File: src/rtl/viterbi_pkg.sv
// Shared constants, FSM encoding and trellis helper for the K=3, rate-1/2 Viterbi decoder.
package viterbi_pkg;

  localparam int K          = 3;
  localparam int NUM_STATES = 1 << (K - 1);
  localparam int NUM_STEPS  = 8;

  localparam logic [2:0] G0 = 3'b111;
  localparam logic [2:0] G1 = 3'b101;

  typedef enum logic [1:0] {
    IDLE  = 2'd0,
    ACS   = 2'd1,
    TRACE = 2'd2,
    DONE  = 2'd3
  } fsm_state_e;

  // Encoder output {G0,G1} on the branch from predecessor {s[0],b} into state s (input bit u = s[1]).
  function automatic logic [1:0] expected_pair(input logic [1:0] s, input logic b);
    logic [2:0] taps;
    taps = {s[1], s[0], b};
    return {^(taps & G0), ^(taps & G1)};
  endfunction

endpackage

File: src/rtl/bm_unit.sv
// Branch metric: Hamming distance between a received and an expected 2-bit symbol pair.
module bm_unit (
  input  logic [1:0] rx_pair_i,
  input  logic [1:0] exp_pair_i,
  output logic [1:0] dist_o
);

  logic [1:0] diff;

  assign diff   = rx_pair_i ^ exp_pair_i;
  assign dist_o = {diff[1] & diff[0], diff[1] ^ diff[0]};

endmodule

File: src/rtl/acs_traceback.sv
// 8-step Viterbi decoder: add-compare-select over 4 states, then a register-based traceback.
// Optional ACS_TRACEBACK_METRIC_OUT_EN adds the min_metric output.
module acs_traceback
  import viterbi_pkg::*;
#(
  parameter int METRIC_W = 5
) (
  input  logic       clk,
  input  logic       rst,
  input  logic       start,
  input  logic [1:0] bit_pair_0,
  input  logic [1:0] bit_pair_1,
  input  logic [1:0] bit_pair_2,
  input  logic [1:0] bit_pair_3,
  input  logic [1:0] bit_pair_4,
  input  logic [1:0] bit_pair_5,
  input  logic [1:0] bit_pair_6,
  input  logic [1:0] bit_pair_7,
  output logic [7:0] decoded_data,
  output logic       done,
  output logic       refresh,
  output logic       busy
`ifdef ACS_TRACEBACK_METRIC_OUT_EN
  ,
  output logic [METRIC_W-1:0] min_metric
`endif
);

  localparam logic [2:0] LAST_STEP = 3'(NUM_STEPS - 1);

  fsm_state_e                  state_q;
  logic [2:0]                  step_q;
  logic [15:0]                 pairs_q;
  logic [METRIC_W-1:0]         metric_q [NUM_STATES];
  logic [NUM_STATES-1:0]       surv_q   [NUM_STEPS];
  logic [1:0]                  trace_q;
  logic [7:0]                  decoded_q;
  logic                        done_q;
  logic                        refresh_q;
  logic                        busy_q;

  logic [1:0]                  cur_pair;
  logic [METRIC_W-1:0]         metric_d [NUM_STATES];
  logic [NUM_STATES-1:0]       dec_d;
  logic [1:0]                  best_idx;
  logic [METRIC_W-1:0]         best_val;
  logic [1:0]                  cur_trace;

  function automatic logic [METRIC_W-1:0] sat_add(input logic [METRIC_W-1:0] a,
                                                  input logic [1:0]          b);
    logic [METRIC_W:0] sum;
    sum = {1'b0, a} + {{(METRIC_W - 1){1'b0}}, b};
    return sum[METRIC_W] ? '1 : sum[METRIC_W-1:0];
  endfunction

  assign cur_pair = pairs_q[{step_q, 1'b0} +: 2];

  for (genvar s = 0; s < NUM_STATES; s++) begin : g_acs
    localparam logic [1:0] S  = 2'(s);
    localparam logic [1:0] P0 = {S[0], 1'b0};
    localparam logic [1:0] P1 = {S[0], 1'b1};

    logic [1:0]          bm0;
    logic [1:0]          bm1;
    logic [METRIC_W-1:0] cand0;
    logic [METRIC_W-1:0] cand1;

    bm_unit u_bm0 (
      .rx_pair_i (cur_pair),
      .exp_pair_i(expected_pair(S, 1'b0)),
      .dist_o    (bm0)
    );

    bm_unit u_bm1 (
      .rx_pair_i (cur_pair),
      .exp_pair_i(expected_pair(S, 1'b1)),
      .dist_o    (bm1)
    );

    // Ties go to the even predecessor, so the decision bit needs a strict win.
    assign cand0       = sat_add(metric_q[P0], bm0);
    assign cand1       = sat_add(metric_q[P1], bm1);
    assign dec_d[s]    = (cand1 < cand0);
    assign metric_d[s] = dec_d[s] ? cand1 : cand0;
  end

  always_comb begin
    best_idx = 2'd0;
    best_val = metric_q[0];
    for (int s = 1; s < NUM_STATES; s++) begin
      if (metric_q[s] < best_val) begin
        best_val = metric_q[s];
        best_idx = 2'(s);
      end
    end
  end

  // Metrics stay frozen during traceback, so the first trace step can pick its start state directly.
  assign cur_trace = (step_q == LAST_STEP) ? best_idx : trace_q;

`ifdef ACS_TRACEBACK_METRIC_OUT_EN
  logic [METRIC_W-1:0] min_metric_q;
  assign min_metric = min_metric_q;
`endif

  always_ff @(posedge clk) begin
    if (rst) begin
      state_q   <= IDLE;
      step_q    <= '0;
      pairs_q   <= '0;
      trace_q   <= '0;
      decoded_q <= '0;
      done_q    <= 1'b0;
      refresh_q <= 1'b0;
      busy_q    <= 1'b0;
      for (int s = 0; s < NUM_STATES; s++) metric_q[s] <= '0;
      for (int n = 0; n < NUM_STEPS; n++) surv_q[n] <= '0;
`ifdef ACS_TRACEBACK_METRIC_OUT_EN
      min_metric_q <= '0;
`endif
    end else begin
      done_q    <= 1'b0;
      refresh_q <= 1'b0;
      case (state_q)
        IDLE: begin
          if (start) begin
            pairs_q <= {bit_pair_7, bit_pair_6, bit_pair_5, bit_pair_4,
                        bit_pair_3, bit_pair_2, bit_pair_1, bit_pair_0};
            metric_q[0] <= '0;
            for (int s = 1; s < NUM_STATES; s++) metric_q[s] <= '1;
            step_q  <= '0;
            busy_q  <= 1'b1;
            state_q <= ACS;
          end
        end
        ACS: begin
          for (int s = 0; s < NUM_STATES; s++) metric_q[s] <= metric_d[s];
          surv_q[step_q] <= dec_d;
          if (step_q == LAST_STEP) begin
            state_q <= TRACE;
          end else begin
            step_q <= step_q + 3'd1;
          end
        end
        TRACE: begin
          decoded_q[step_q] <= cur_trace[1];
          trace_q           <= {cur_trace[0], surv_q[step_q][cur_trace]};
          if (step_q == 3'd0) begin
            state_q   <= DONE;
            done_q    <= 1'b1;
            refresh_q <= 1'b1;
`ifdef ACS_TRACEBACK_METRIC_OUT_EN
            min_metric_q <= best_val;
`endif
          end else begin
            step_q <= step_q - 3'd1;
          end
        end
        DONE: begin
          busy_q  <= 1'b0;
          state_q <= IDLE;
        end
        default: state_q <= IDLE;
      endcase
    end
  end

  assign decoded_data = decoded_q;
  assign done         = done_q;
  assign refresh      = refresh_q;
  assign busy         = busy_q;

endmodule
File: config.mk
export PLATFORM = sky130hd
export DESIGN_NAME = acs_traceback
export DESIGN_NICKNAME = d
export VERILOG_FILES = /design/src/rtl/viterbi_pkg.sv /design/src/rtl/bm_unit.sv /design/src/rtl/acs_traceback.sv
export SDC_FILE = /design/constraint.sdc
export NUM_CORES = 1
export LEC_CHECK = 0
export ABC_AREA = 0
export ABC_CLOCK_PERIOD_IN_PS = 14500
export CAP_MARGIN = 20
export CORE_MARGIN = 4
export CORE_UTILIZATION = 50
export CTS_BUF_LIST = sky130_fd_sc_hd__clkbuf_16
export DETAILED_ROUTE_END_ITERATION = 8
export MAX_ROUTING_LAYER = met4
export PLACE_DENSITY = 0.78
export SYNTH_ARGS = -nofsm -noshare
export SYNTH_HDL_FRONTEND = slang
export SYNTH_SLANG_ARGS = --single-unit
File: constraint.sdc
create_clock -name clk -period 14.5 [get_ports clk]
set_clock_uncertainty 0.05 [all_clocks]
set_input_delay 4.35 -clock clk [delete_from_list [all_inputs] [get_ports clk]]
set_output_delay 4.35 -clock clk [all_outputs]
set_load 0.02 [all_outputs]
==> flow_metrics.py, run 1 <==
metrics = {
    "run_status": {
        "outcome": "completed",
    },
    "yosys": {
        "ys_types": 56,
        "synth-async-reset-ratio_pct": 0,
        "synth_nets": 732,
        "synth-edff-count": 47,
        "yosys.cell_count.top_type": "nand2_1",
        "syn_area_um2": 5910,
        "ys_warn_count": 0,
        "yosys.area.top_type_share_pct": 23.9,
        "ys_dominant_reg_cell": "edfxtp_1",
        "synth-seq-cells": 88,
        "synthTopCellsByCount": "nand2_1 (92), nor2_1 (73), a21oi_1 (55)",
        "yosysTopAreaCell": "edfxtp_1",
        "synth_seq_area_share_pct": 37.8,
        "synth_area_leaders": "edfxtp_1 (24%), dfxtp_1 (14%), ha_1 (10%), nand2_1 (5.8%), a21oi_1 (4.7%)",
        "postSynthCellCount": 656,
        "syn_avg_cell_area_um2": 9.01,
    },
    "hold_path": {
        "min_path_type": "reg -> reg",
        "whs_path_depth": 2,
    },
    "sta": {
        "setup_viol": 0,
        "fin_crit_sh_pct": 44.0,
        "hold_violations": 0,
        "fmax_mhz": 157,
        "finalMaxSlewViolations": 0,
        "whs_ps": 406,
        "fin_tns_setup_ps": 0,
        "timing.final.ws_setup_ps": 8120,
        "fin_crit_ps": 6380,
        "tightest_slew_ps": 904,
        "rsz0062_at_grt": "no",
        "max-slew-margin-rel_pct": 38.1,
    },
    "clock_tree": {
        "post-cts-setup-buffers": 0,
        "cts_hold_buf": 0,
        "cts_sinks": 88,
        "cts_resized": 0,
        "cts_tree": "yes",
        "path_clk_slew_ps": 70,
        "cts_max_level": 3,
        "clk_path_buf_depth": 2,
        "root_buffer": "clkbuf_16",
        "insertion_delay_ps": 340,
        "cts-buffers-inserted": 9,
    },
    "critical_path": {
        "start_kind": "input port",
        "crit_path_top_delay_cell": "nand2b_1",
        "crit_arrival_ps": 6370,
        "crit_top_cell": "nand2b_1",
        "path_cells": "clkdlybuf4s50_1, buf_4, nand2b_1, nor2_1, nand3_1, nand2b_1",
        "rrSetupSlack_ps": 9020,
        "cp.required_ps": 14490,
        "max_stage_delay_ps": 410,
        "cp_max_fo": 50,
        "path_class": "in -> reg",
        "r2r_cells": 17,
        "crit_path_end_kind": "register",
    },
    "placed_design": {
        "dpl.hpwl_um": 11000,
        "place_ws_ps": 7860,
        "port_buffers": 29,
        "place.gp.congestion": 0.952,
    },
    "floorplan": {
        "row_count": 39,
        "die_w_um": 117,
        "core_um2": 11500,
        "die_h_um": 117,
        "io_pins": 30,
        "die-area_um2": 13600,
        "initial_core_util_pct": 51.3,
    },
    "run": {
        "cap_violations": 0,
    },
    "route": {
        "vias_per_cell": 6.11,
        "drt_iter0_drc": 509,
        "routed_wl_um": 14400,
        "antenna_left": 0,
        "wl_per_cell_um": 17.7,
        "dr.pass1.iters": 6,
        "drc": 0,
        "vias": 4974,
    },
    "final_layout": {
        "drive_gt1_share_pct": 6.71,
        "diodes": 0,
        "final_util_pct": 57.0,
        "nets": 742,
        "syn_to_final_growth_pct": 11.1,
    },
    "global_routing": {
        "grt_pass1_vias": 4808,
        "grt_util_all_layers_pct": 22.5,
        "antenna_found_initial": 0,
        "grt_pass1_wl_um": 23400,
        "grt_max_degree": 51,
        "grt-ovfl-total": 0,
    },
}
-- cell type report --
class	count	area (um2)
timing repair buffer	34	328
sequential	88	2230
fill	976	4950
clock buffer	10	250
tap	143	179
multi-input combinational	503	3430
clock inverter	6	38.8
inverter	30	113
-- cells by family after synthesis --
logic type,share of synthesized area (%)
simple gates,19.9
buf+inv,4.24
flops,37.8
compound gates,16.2
xor+xnor,1.33
mux,7.37
fa+ha+maj,13.2
-- stage by stage --
step           instance area [um2]  std cells
6_report                      6570        814
5_1_grt                       6570        814
4_1_cts                       6570        814
3_5_place_dp                  6280        798
3_3_place_gp                  6280        798
2_1_floorplan                 5910        656
-- cells in the final DEF (no fill, tap or decap), drive strengths merged, types with 3 or more instances in the layout --
master / Yosys / layout
o31a: 4 / 4
and3: 5 / 5
a211o: 3 / 3
and4: 3 / 3
o31ai: 3 / 3
nor4: 3 / 3
mux2: 6 / 6
nor2b: 6 / 6
mux4: 11 / 11
nand4: 4 / 4
a21o: 11 / 11
fa: 9 / 9
edfxtp: 47 / 47
nand2: 92 / 92
inv: 30 / 35
a21oi: 55 / 55
ha: 48 / 48
buf: 3 / 5
mux2i: 12 / 12
and2: 7 / 7
dfxtp: 41 / 41
nor2: 73 / 73
nand3: 20 / 20
clkbuf: 32 / 10
a311oi: 7 / 7
clkdlybuf4s50: 0 / 29
xor2: 6 / 6
xnor2: 3 / 3
nor3: 11 / 11
nand2b: 19 / 19
or2: 3 / 3
a211oi: 4 / 4
o21ai: 40 / 40
or3: 5 / 5
a41oi: 4 / 4
o21a: 6 / 6
-- path summary, 6_finish.rpt --
check / start / endpoint
worst max-delay path: rst / surv_q[6][1]$_SDFFCE_PN0P_
worst min-delay path: pairs_q[0]$_SDFFE_PP0P_ / pairs_q[0]$_SDFFE_PP0P_
worst max register to register: step_q[1]$_SDFFE_PP0P_ / metric_q[3][1]$_DFFE_PP_
worst min register to register: pairs_q[0]$_SDFFE_PP0P_ / pairs_q[0]$_SDFFE_PP0P_
-- metal layers --
metal  routed length, um  track usage, %  up-vias  share of wire [%]
met5                   0               -        -                  0
met4                 535            10.4        0                3.7
met3                1140            2.18       38                7.9
met2                6660            35.4      228                 46
met1                6050            29.4     2339                 42
li1                    -               -     2369                  -
-- worst max-delay path, delay by kind of cell --
kind	cells	cell delay (ps)
simple gates	4	1310
buf+inv	2	660
-- flip-flops by register name (all words and copies together) (netlist names), named ones only --
signal	flops
metric_q	20
trace_q	2
decoded_data	8
step_q	3
state_q	2
refresh	1
pairs_q	16
surv_q	32
busy	1
Power of run 1 is not shown: default switching activity piles up to over one toggle a cycle in this logic, so the estimate is an artifact.
==> run 2, diff against run 1 <==
--- a/config.mk
+++ b/config.mk
@@ -6,14 +6,14 @@
 export NUM_CORES = 1
 export LEC_CHECK = 0
 export ABC_AREA = 0
-export ABC_CLOCK_PERIOD_IN_PS = 14500
+export ABC_CLOCK_PERIOD_IN_PS = 5700
 export CAP_MARGIN = 20
 export CORE_MARGIN = 4
 export CORE_UTILIZATION = 50
 export CTS_BUF_LIST = sky130_fd_sc_hd__clkbuf_16
 export DETAILED_ROUTE_END_ITERATION = 8
 export MAX_ROUTING_LAYER = met4
-export PLACE_DENSITY = 0.78
+export PLACE_DENSITY = 0.81
 export SYNTH_ARGS = -nofsm -noshare
 export SYNTH_HDL_FRONTEND = slang
 export SYNTH_SLANG_ARGS = --single-unit
==> constraint.sdc (replaced) <==
create_clock -name clk -period 5.7 [get_ports clk]
set_clock_uncertainty 0.05 [all_clocks]
set_input_delay 1.71 -clock clk [delete_from_list [all_inputs] [get_ports clk]]
set_output_delay 1.71 -clock clk [all_outputs]
set_load 0.02 [all_outputs]
==> run 2 against run 1 <==
Against the previous run: count of clock-buffer cells in the layout decreased by 1; non-clock buffer count increased by 4; global-route usage increased by 0.87 points; via count increased by 0.46%; register-to-register slack got worse by 8800 ps; worst setup slack got worse by 7900 ps; routed wire length increased by 2.6%; critical path depth increased by 12; critical path type is now reg -> reg; highest routed layer unchanged.
==> flow_metrics.py, run 2 (synthesis results as in run 1) <==
metrics = {
    "global_routing": {
        "grt_pass1_wl_um": 24300,
        "grt-ovfl-total": 0,
        "grt_util_all_layers_pct": 23.4,
        "grt_max_degree": 31,
        "grt_pass1_vias": 4941,
        "antenna_found_initial": 0,
    },
    "critical_path": {
        "crit_path_end_kind": "register",
        "crit_arrival_ps": 5620,
        "start_kind": "register",
        "cp.required_ps": 5880,
        "path_class": "reg -> reg",
        "cp_max_fo": 8,
        "rrSetupSlack_ps": 260,
    },
    "clock_tree": {
        "cts_hold_buf": 0,
        "cts_resized": 0,
        "cts_tree": "yes",
        "root_buffer": "clkbuf_16",
        "insertion_delay_ps": 350,
        "clk_path_buf_depth": 2,
        "cts-buffers-inserted": 9,
        "path_clk_slew_ps": 70,
        "cts_max_level": 3,
        "post-cts-setup-buffers": 0,
        "cts_sinks": 88,
    },
    "placed_design": {
        "port_buffers": 29,
        "dpl.hpwl_um": 11100,
        "placed_area_um2": 6310,
        "place.gp.congestion": 0.983,
    },
    "route": {
        "drt_iter0_drc": 476,
        "wl_per_cell_um": 18.0,
        "vias_per_cell": 6.11,
        "dr.pass1.iters": 5,
        "vias": 4997,
        "antenna_left": 0,
        "drc": 0,
        "routed_wl_um": 14800,
    },
    "final_layout": {
        "post-route-cell-area_um2": 6630,
        "largest_reg_flops": 32,
        "top_regs": "surv_q (32), metric_q (20), pairs_q (16)",
        "diodes": 0,
        "largest_register": "surv_q",
        "layout_commonest_cell": "nand2_1",
        "drive_gt1_share_pct": 7.41,
        "final_cell_mix": "nand2_1 (92), nor2_1 (73), a21oi_1 (55)",
        "nets": 746,
        "syn_to_final_growth_pct": 12.3,
    },
    "power_and_ir_drop": {
        "p_int_mw": 2.31,
        "p_leak_nw": 2.61,
        "power_frac_comb_pct": 62.3,
        "p_total_mw": 4.46,
        "clockPowerShare_pct": 14.5,
        "sw_frac_of_total_pct": 48.3,
        "ir_worst_vdd_v": 0.000345,
        "cellPowerDensity_nw_per_um2": 673,
        "p_switching_mw": 2.15,
        "seq_power_share_pct": 23.1,
    },
    "floorplan": {
        "core_um2": 11500,
        "row_count": 39,
        "die_h_um": 117,
        "io_pins": 30,
        "die_w_um": 117,
        "initial_core_util_pct": 51.3,
        "die-area_um2": 13600,
    },
    "sta": {
        "fin_tns_setup_ps": 0,
        "rsz0062_at_grt": "no",
        "fmax_mhz": 184,
        "tightest_slew_ps": 867,
        "hold_violations": 0,
        "setup_viol": 0,
        "max-slew-margin-rel_pct": 42.1,
        "fin_crit_sh_pct": 95.5,
        "fin_crit_ps": 5440,
        "finalMaxSlewViolations": 0,
    },
    "hold_path": {
        "min_path_type": "reg -> reg",
    },
    "run_status": {
        "outcome": "completed",
    },
    "run": {
        "cap_violations": 0,
    },
}
run 2: layer usage:
layer | vias to the layer above | wire, um | GRT usage (%)
met3 | 54 | 970 | 5.18
li1 | 2377 | - | -
met1 | 2349 | 6090 | 28.0
met2 | 217 | 7120 | 38.1
met4 | 0 | 571 | 9.71
met5 | - | 0 | -
run 2: area by class of cell:
type / count / area (um2)
repair buffers: 38 / 358
well taps: 143 / 179
clock buffers: 9 / 225
multi-input cells: 503 / 3430
fillers: 970 / 4880
inverters: 30 / 113
clock inverters: 7 / 101
flip-flops and latches: 88 / 2230
run 2: worst paths after layout:
path                             endpoint                          from  depth (start not counted)
setup / recovery  trace_q[0]$_SDFFE_PP0P_  metric_q[0][1]$_SDFFCE_PN0P_                         18
hold / removal    pairs_q[2]$_SDFFE_PP0P_       pairs_q[2]$_SDFFE_PP0P_                          2
hold reg to reg   pairs_q[2]$_SDFFE_PP0P_       pairs_q[2]$_SDFFE_PP0P_                          2
setup reg to reg  trace_q[0]$_SDFFE_PP0P_  metric_q[0][1]$_SDFFCE_PN0P_                         18
run 2: per-stage QoR:
| step | cells | hold WS (ps) | util (%) | worst slack, ps |
|---|---|---|---|---|
| 2_1_floorplan | 656 | 382 | - | 1030 |
| 4_1_cts | 818 | 411 | 57.6 | 388 |
| 3_5_place_dp | 802 | 402 | 54.8 | 511 |
| 3_3_place_gp | 802 | 393 | 54.8 | 898 |
| 5_1_grt | 818 | 431 | 57.6 | 19.9 |
| 6_report | 818 | 409 | 57.6 | 256 |
run 2: worst max-delay path, stage by stage, from the launching register on:
cell	delay, ps
edfxtp_1	460
inv_1	190
ha_1	260
a211o_1	290
a31o_1	310
mux2i_1	270
ha_1	300
a211oi_1	330
o21ai_0	290
o21ai_1	460
nor2_1	80
a21oi_1	180
ha_1	270
and4_1	260
a21boi_0	170
a311oi_1	480
o21ai_0	160
and4_1	220
o32ai_1	310
run 2: power groups by stage:
stage          sequential (mW)  clock, mW  combinational [mW]
2_1_floorplan            0.915          0                2.09
3_3_place_gp              1.03          0                2.55
3_5_place_dp              1.04          0                2.69
4_1_cts                   1.03      0.651                2.73
5_1_grt                   1.05      0.677                3.09
6_report                  1.03      0.647                2.78
Power figures use the tool's default switching activity.
==> run 3, diff against run 2 <==
--- a/config.mk
+++ b/config.mk
@@ -9,11 +9,12 @@
 export ABC_CLOCK_PERIOD_IN_PS = 5700
 export CAP_MARGIN = 20
 export CORE_MARGIN = 4
-export CORE_UTILIZATION = 50
+export CORE_UTILIZATION = 32
 export CTS_BUF_LIST = sky130_fd_sc_hd__clkbuf_16
 export DETAILED_ROUTE_END_ITERATION = 8
 export MAX_ROUTING_LAYER = met4
-export PLACE_DENSITY = 0.81
+export PLACE_DENSITY = 0.6
+export SLEW_MARGIN = 20
 export SYNTH_ARGS = -nofsm -noshare
 export SYNTH_HDL_FRONTEND = slang
 export SYNTH_SLANG_ARGS = --single-unit
==> run 3 against run 2 <==
Against the previous run: critical path depth is the same; global-route usage decreased by 8.6 points; combinational power fell by 3%.
==> flow_metrics.py, run 3 (synthesis results as in run 1) <==
metrics = {
    "critical_path": {
        "max_stage_delay_ps": 450,
        "critical_path.top_delay_family": "compound AO/OA/AOI/OAI gates",
        "crit_arrival_ps": 5210,
        "cp_max_fo": 8,
        "r2r_cells": 18,
        "cp.buffers_inverters": 1,
        "start_kind": "register",
        "regToRegEndpoint": "trace_q[0]$_SDFFE_PP0P_",
        "crit_path_end_kind": "register",
        "rrSetupSlack_ps": 670,
        "cp.required_ps": 5880,
        "path_class": "reg -> reg",
        "crit_top_cell": "ha_1",
        "r2r-start": "metric_q[0][1]$_SDFFCE_PN0P_",
        "crit_path_top_delay_cell": "edfxtp_1",
        "path_cells": "inv_1, ha_1, a211o_1, a31o_1, mux2i_1, ha_1, a211oi_1, o21ai_0, o21ai_1, nor2_1, a21oi_1, ha_1, and4_1, a21boi_0, a311o_1, and3_4, a2111oi_4, o32ai_1",
    },
    "final_layout": {
        "diodes": 0,
        "multiInputGateArea_um2": 3430,
        "final_cell_mix": "nand2_1 (92), nor2_1 (73), a21oi_1 (55)",
        "nets": 748,
        "largest_reg_flops": 32,
        "largest_register": "surv_q",
        "fillers": 1824,
        "drive_gt1_share_pct": 7.68,
        "register_area_um2": 2230,
        "top_regs": "surv_q (32), metric_q (20), pairs_q (16)",
        "post-route-cell-area_um2": 6720,
        "syn_to_final_growth_pct": 13.8,
        "layout_commonest_cell": "nand2_1",
    },
    "floorplan": {
        "io_pins": 30,
        "row_count": 49,
        "core_um2": 18100,
        "die_w_um": 144,
        "die_h_um": 144,
        "initial_core_util_pct": 32.7,
        "die-area_um2": 20700,
    },
    "hold_path": {
        "hold_start": "pairs_q[5]$_SDFFE_PP0P_",
        "whs_path_depth": 2,
        "min_to": "pairs_q[5]$_SDFFE_PP0P_",
        "min_path_type": "reg -> reg",
    },
    "power_and_ir_drop": {
        "sw_frac_of_total_pct": 47.9,
        "p_switching_mw": 2.08,
        "p_int_mw": 2.27,
        "power_frac_comb_pct": 62.3,
        "clockPowerShare_pct": 14.0,
        "cellPowerDensity_nw_per_um2": 647,
        "ir_worst_vdd_v": 0.000274,
        "p_leak_nw": 2.60,
        "seq_power_share_pct": 23.7,
    },
    "global_routing": {
        "antenna_found_initial": 0,
        "grt_util_all_layers_pct": 14.8,
        "grt_pass1_wl_um": 23400,
        "grt_max_degree": 31,
        "grt_pass1_vias": 4533,
        "grt-ovfl-total": 0,
    },
    "clock_tree": {
        "path_clk_slew_ps": 70,
        "root_buffer": "clkbuf_16",
        "cts_max_level": 3,
        "cts-buffers-inserted": 9,
        "cts_sinks": 88,
        "post-cts-setup-buffers": 0,
        "cts_hold_buf": 0,
        "cts_resized": 0,
        "insertion_delay_ps": 350,
        "clk_path_buf_depth": 2,
        "cts_tree": "yes",
    },
    "route": {
        "wl_per_cell_um": 16.1,
        "drt_iter0_drc": 315,
        "routed_wl_um": 14600,
        "vias_per_cell": 5.25,
        "drc": 0,
        "vias": 4752,
        "antenna_left": 0,
        "dr.pass1.iters": 5,
    },
    "placed_design": {
        "port_buffers": 29,
        "placed_area_um2": 6420,
        "dpl.hpwl_um": 11000,
        "place.gp.congestion": 0.843,
    },
    "sta": {
        "hold_violations": 0,
        "tightest_slew_ps": 769,
        "whs_ps": 404,
        "finalMaxSlewViolations": 0,
        "fin_tns_setup_ps": 0,
        "fin_crit_sh_pct": 88.3,
        "max-slew-margin-rel_pct": 48.8,
        "rsz0062_at_grt": "no",
        "fin_crit_ps": 5030,
        "fmax_mhz": 199,
        "setup_viol": 0,
    },
    "run_status": {
        "outcome": "completed",
    },
    "run": {
        "cap_violations": 0,
    },
}
==> run 3: cell types whose count changed in the layout (fill, tap and decap cells not counted) <==
cell             change
clkinv_4             -1
inv_1                +1
clkdlybuf4s50_1      -1
bufinv_16            -1
inv_4                +1
clkinvlp_4           +1
buf_2                +1
inv_6                -1
buf_4                +2
==> run 3: metrics by stage <==
stage          power [mW]  std cells  utilization [%]  setup WS [ps]
2_1_floorplan        3.00        656                -           1030
3_3_place_gp         3.72        890             35.5            790
3_5_place_dp         3.73        890             35.5            713
4_1_cts              4.35        906             37.2            681
5_1_grt              4.77        906             37.2            247
6_report             4.35        906             37.2            665
==> run 3: final cells by class <==
cell class              instances  area share (%)
well taps                     229            4.26
clock buffers                   9            3.35
flip-flops and latches         88            33.2
clock inverters                 7            1.06
inverters                      30            1.68
repair buffers                 40            5.47
multi-input cells             503            51.0
==> run 3: power groups by stage <==
stage          Combinational, mW  Sequential (mW)  Clock (mW)
2_1_floorplan               2.09            0.915           0
3_3_place_gp                2.68             1.04           0
3_5_place_dp                2.69             1.04           0
4_1_cts                     2.71             1.03       0.615
5_1_grt                     3.08             1.05       0.642
6_report                    2.71             1.03       0.609
==> run 3: worst max-delay path by stage <==
stage | startpoint | end | slack, ps | cells after the start
global route | metric_q[0][2]$_SDFFCE_PN0P_ | trace_q[0]$_SDFFE_PP0P_ | 250 | 17
floorplan | metric_q[0][2]$_SDFFCE_PN0P_ | trace_q[0]$_SDFFE_PP0P_ | 1030 | 20
finish | metric_q[0][1]$_SDFFCE_PN0P_ | trace_q[0]$_SDFFE_PP0P_ | 670 | 18
detailed placement | metric_q[0][1]$_SDFFCE_PN0P_ | trace_q[0]$_SDFFE_PP0P_ | 710 | 18
global placement | metric_q[0][1]$_SDFFCE_PN0P_ | trace_q[0]$_SDFFE_PP0P_ | 790 | 18
CTS | metric_q[0][1]$_SDFFCE_PN0P_ | trace_q[0]$_SDFFE_PP0P_ | 680 | 18
==> run 3: per-layer routing <==
metal	wire [um]	up-vias	GRT usage, %	part of all wire (%)
met5	0	-	-	0
met4	174	0	3.57	1.2
met3	633	14	2.46	4.3
met2	6700	115	22.9	46
met1	7050	2247	20.3	48
li1	-	2376	-	-
==> run 3: worst reg2reg max path: cells and delay by family (launching register included) <==
kind,cells,cell delay [ps]
fa+ha+maj,3,810
compound gates,10,2670
flops,1,450
mux,1,260
simple gates,3,490
buf+inv,1,180
